<file path="src/rtl/clock_enable_gen.sv">
// Clock-enable generator: derives the 14 MHz, 7 MHz pixel and turbo-selectable CPU enable
// strobes from the 56 MHz system clock, and a stretched, synchronously released system reset.
module clock_enable_gen #(
  parameter int unsigned RESET_CYCLES = 1024,
  parameter int unsigned RCW          = 11
) (
  input  logic       clock,
  input  logic       reset,
  input  logic       boot,
  input  logic [1:0] turbo,
  input  logic       pause,
  output logic       rst_n,
  output logic       ce14,
  output logic       ce7p,
  output logic       ce7n,
  output logic       cpup,
  output logic       cpun,
  output logic [1:0] turbo_act
);

  localparam logic [RCW-1:0] RcMax = RCW'(RESET_CYCLES);

  logic [1:0]     sync_q;
  logic           sreset_n;
  logic [3:0]     cc_q;
  logic           pause_act_q;
  logic [RCW-1:0] rc_q;
  logic           cpup_d;
  logic           cpun_d;

  // Two-flop synchroniser for the release edge of the PLL-locked reset.
  always_ff @(posedge clock or negedge reset) begin
    if (!reset) begin
      sync_q <= 2'b00;
    end else begin
      sync_q <= {sync_q[0], 1'b1};
    end
  end

  assign sreset_n = sync_q[1];

  // Free-running phase counter; the only timebase for every strobe.
  always_ff @(posedge clock or negedge reset) begin
    if (!reset) begin
      cc_q <= 4'd0;
    end else if (!sreset_n) begin
      cc_q <= 4'd0;
    end else begin
      cc_q <= cc_q + 4'd1;
    end
  end

  // Speed and pause are only sampled at the end of a 16-cycle frame so that a CPU cycle
  // in flight is never cut short or merged with the next one.
  always_ff @(posedge clock or negedge reset) begin
    if (!reset) begin
      turbo_act   <= 2'd0;
      pause_act_q <= 1'b0;
    end else if (!sreset_n) begin
      turbo_act   <= 2'd0;
      pause_act_q <= 1'b0;
    end else if (cc_q == 4'hf) begin
      turbo_act   <= turbo;
      pause_act_q <= pause;
    end
  end

  // CPU strobe decode: rising phase ends each CPU period, falling phase sits mid-period.
  always_comb begin
    cpup_d = 1'b0;
    cpun_d = 1'b0;
    unique case (turbo_act)
      2'd0: begin
        cpup_d = (cc_q == 4'hf);
        cpun_d = (cc_q == 4'h7);
      end
      2'd1: begin
        cpup_d = (cc_q[2:0] == 3'd7);
        cpun_d = (cc_q[2:0] == 3'd3);
      end
      2'd2: begin
        cpup_d = (cc_q[1:0] == 2'd3);
        cpun_d = (cc_q[1:0] == 2'd1);
      end
      default: begin
        cpup_d = cc_q[0];
        cpun_d = ~cc_q[0];
      end
    endcase
    if (pause_act_q) begin
      cpup_d = 1'b0;
      cpun_d = 1'b0;
    end
  end

  // Registered strobes; they keep running while rst_n is low so held logic still sees clocks.
  always_ff @(posedge clock or negedge reset) begin
    if (!reset) begin
      ce14 <= 1'b0;
      ce7p <= 1'b0;
      ce7n <= 1'b0;
      cpup <= 1'b0;
      cpun <= 1'b0;
    end else if (!sreset_n) begin
      ce14 <= 1'b0;
      ce7p <= 1'b0;
      ce7n <= 1'b0;
      cpup <= 1'b0;
      cpun <= 1'b0;
    end else begin
      ce14 <= (cc_q[1:0] == 2'd3);
      ce7p <= (cc_q[2:0] == 3'd3);
      ce7n <= (cc_q[2:0] == 3'd7);
      cpup <= cpup_d;
      cpun <= cpun_d;
    end
  end

  // Reset stretcher; boot restarts the hold and wins over counting.
  always_ff @(posedge clock or negedge reset) begin
    if (!reset) begin
      rc_q  <= '0;
      rst_n <= 1'b0;
    end else if (!sreset_n) begin
      rc_q  <= '0;
      rst_n <= 1'b0;
    end else if (boot) begin
      rc_q  <= '0;
      rst_n <= 1'b0;
    end else begin
      if (rc_q < RcMax) begin
        rc_q <= rc_q + RCW'(1);
      end
      rst_n <= (rc_q == RcMax);
    end
  end

endmodule

</file>
<file path="config.mk">
export PLATFORM = sky130hd
export DESIGN_NAME = clock_enable_gen
export DESIGN_NICKNAME = d
export VERILOG_FILES = /design/src/rtl/clock_enable_gen.sv
export SDC_FILE = /design/constraint.sdc
export NUM_CORES = 1
export LEC_CHECK = 0
export BUFFER_PORTS_ARGS = -buffer_cell sky130_fd_sc_hd__clkbuf_2
export CAP_MARGIN = 20
export CORE_UTILIZATION = 40
export DETAILED_ROUTE_END_ITERATION = 8
export HOLD_SLACK_MARGIN = 0.08
export PLACE_DENSITY = 0.66
export SLEW_MARGIN = 20
export SYNTH_ARGS = -nofsm -noshare
export SYNTH_HDL_FRONTEND = slang
export SYNTH_SLANG_ARGS = --single-unit
</file>
<file path="constraint.sdc">
create_clock -name clock -period 1.8 [get_ports clock]
set_clock_uncertainty 0.2 [all_clocks]
set_input_delay 0.36 -clock clock [delete_from_list [all_inputs] [get_ports clock]]
set_output_delay 0.36 -clock clock [all_outputs]
set_load 0.02 [all_outputs]
</file>
==> flow_metrics.tcl <==
set metrics [dict create \
    startpoint "rc_q[1]$_DFFE_PN0P_" \
    drt_iter0_drc 20 \
    timing.fmax_ghz 0.592 \
    worstSetupPathType "reg -> reg" \
    switchingPower_uw 217 \
    swShare_pct 20.5 \
    pwr-share-comb_pct 5.8 \
    hold_path_depth 3 \
    path_cells "ha_1 -> nand3_1 -> or4_1 -> a21oi_1" \
    fp.dieW_um 58.2 \
    via_per_inst 5.03 \
    drc 0 \
    total_power_mw 1.06 \
    crit_required_ns 1.85 \
    synth-main-ff-cell "dfrtp_1" \
    synth.distinct_cells 37 \
    core_um2 3030 \
    antenna_found_initial 0 \
    ys_async_sr_fraction_pct 100 \
    cts_tree "built" \
    reg2reg_from "rc_q[1]$_DFFE_PN0P_" \
    clockRootBuffer "clkbuf_4" \
    dieHeight_um 58.2 \
    p_leak_nw 0.696 \
    port_buffers 13 \
    p_seq_share_pct 57.1 \
    layout-drive-gt1-share_pct 17.4 \
    wire_per_inst_um 12.0 \
    p_per_area_nw_per_um2 731 \
    crit_path_start_kind "flip-flop" \
    crit_slowest_cell "or4_1" \
    syn_nets 124 \
    tns_ns 0 \
    finalCritPeriodShare_pct 93.8 \
    dp_hpwl_um 1580 \
    antenna_left 0 \
    worstMarginPinSlew_ns 0.630 \
    setup-violations-final 0 \
    dieArea_um2 3380 \
    netlist_area_um2 1260 \
    vias 885 \
    start_util_pct 41.7 \
    layout_common_cells "dfrtp_1, clkbuf_2, nor2b_1, nand2_1, nor2_1" \
    avgSynthCellArea_um2 11.2 \
    cts.sinks 26 \
    critPathArrivalTime_ns 1.73 \
    rows 20 \
    h-tree-depth 1 \
    grt_usage_pct 13.9 \
    drv_slew 0 \
    hp-class "in -> reg" \
    synth_edf_count 0 \
    peakVddDrop_mv 0.346 \
    numCtsBuffers 3 \
    min_from "turbo[0]" \
    min_period_ns 1.69 \
    ys_ff_latch 26 \
    final_nets 144 \
    final_common_cell "dfrtp_1" \
    grt-ovfl-total 0 \
    clk-insertion-delay-late_ns 0.31 \
    path_clk_slew_ns 0.14 \
    final_hold_viol_count 0 \
    syn-instance-count 113 \
    gp_congestion 0.850 \
    postCtsSetupRepairBufs 0 \
    ys_seq_area_share_pct 51.6 \
    grt_max_degree 27 \
    cp_max_fo 5 \
    p_int_uw 846 \
    relSlewSlack_pct 58.0 \
    clkPwrFrac_pct 37.1 \
    ios 14 \
    grt_pass1_vias 866 \
    antenna_cells 0 \
    cts_max_path_buffers 2 \
    drt_first_pass_iters 4 \
    r2r.worst_path.cells 4 \
    rsz0062_at_grt "no" \
    grt_pass1_wl_um 3650 \
    syn2layout_area_growth_pct 15.4 \
    synth-warning-count 0 \
    drt_wl_total_um 2120 \
    status "complete, no violations" \
    utilization_pct 48.1 \
    worstSetupEndpointType "flip-flop" \
    whs_ns 0.0941 \
    cap_viol_max_count 0 \
    cp_slowest_stage_delay_ns 0.48 \
]
critical path: cells and delay by family (launching register included):
family,cells,cell delay [ns]
simple gates,2,0.58
fa+ha+maj,1,0.22
compound gates,1,0.15
flops,1,0.47
synthesized netlist by cell type, types with 2 or more instances:
cell | n | area share [%]
inv_1 | 5 | 1.5
clkbuf_1 | 2 | 0.60
nand2_1 | 6 | 1.8
nand3_1 | 4 | 1.6
o31ai_1 | 3 | 1.8
nand2b_1 | 3 | 1.5
nor2b_1 | 7 | 3.5
and2_1 | 4 | 2.0
or4_1 | 4 | 2.4
mux2i_1 | 4 | 3.2
dfrtp_1 | 26 | 52
xnor2_1 | 3 | 2.1
ha_1 | 5 | 5.0
nand4b_1 | 2 | 1.4
nor3_1 | 2 | 0.79
o21a_1 | 2 | 1.2
a21oi_1 | 4 | 1.6
nor2_1 | 6 | 1.8
xor2_1 | 3 | 2.1
power by group through the flow:
stage | combinational [mW] | sequential [mW] | clock (mW)
floorplan | 0.0312 | 0.619 | 0
global placement | 0.0603 | 0.618 | 0
detailed placement | 0.0621 | 0.619 | 0
CTS | 0.0641 | 0.607 | 0.407
global route | 0.0726 | 0.610 | 0.428
finish | 0.0618 | 0.607 | 0.394
layer usage:
| metal | track usage (%) | up-vias | wire length [µm] |
|---|---|---|---|
| met5 | 0 | - | 0 |
| met4 | 4.42 | 0 | 8 |
| met3 | 2.01 | 2 | 54 |
| met2 | 24.5 | 13 | 1130 |
| met1 | 17.5 | 432 | 925 |
| li1 | - | 438 | - |
repair_timing:
item | 4_1_cts | 5_1_grt
gates resized for setup | 0 | 0
hold buffers | 1 | 0
endpoints found under the setup margin | 0 | 0
hold endpoints to repair | 26 | 0
worst paths after layout:
kind	end	slack [ns]
hold / removal	turbo_act[0]$_DFFE_PN0P_	0.09
min in group asynchronous	rc_q[7]$_DFFE_PN0P_	0.37
hold reg to reg	sync_q[1]$_DFF_PN0_	0.17
setup reg to reg	rc_q[8]$_DFFE_PN0P_	0.11
max in group asynchronous	cc_q[0]$_DFF_PN0_	0.62
setup / recovery	rc_q[8]$_DFFE_PN0P_	0.11
kinds of logic after synthesis:
kind of cell / count (synthesis) / synth area share [%]
simple gates: 46 / 23.1
compound gates: 16 / 8.83
mux: 5 / 4.07
other cells: 1 / 0.297
fa+ha+maj: 5 / 4.96
flops: 26 / 51.6
xor+xnor: 6 / 4.17
buf+inv: 8 / 2.98
registers in the layout, indices dropped and copies added (netlist names):
signal / cells
rc_q: 11
cc_q: 4
sync_q: 2
turbo_act: 2
ce14: 1
ce7n: 1
ce7p: 1
cpun: 1
cpup: 1
pause_act_q: 1
rst_n: 1
through the flow:
stage / std cells / cell area [µm²] / setup slack [ns]
final: 176 / 1460 / 0.112
after global routing: 176 / 1460 / 0.0130
after CTS: 176 / 1460 / 0.110
after detailed placement: 171 / 1390 / 0.141
after global placement: 171 / 1390 / 0.198
after floorplan: 113 / 1260 / 0.161
area by class of cell:
class / instances / area, µm²
flip-flops and latches: 26 / 651
multi-input cells: 79 / 573
repair buffers: 18 / 105
well taps: 44 / 55.1
clock inverters: 1 / 30.0
clock buffers: 3 / 22.5
inverters: 5 / 18.8
fillers: 288 / 1570
Power figures use the tool's default switching activity.
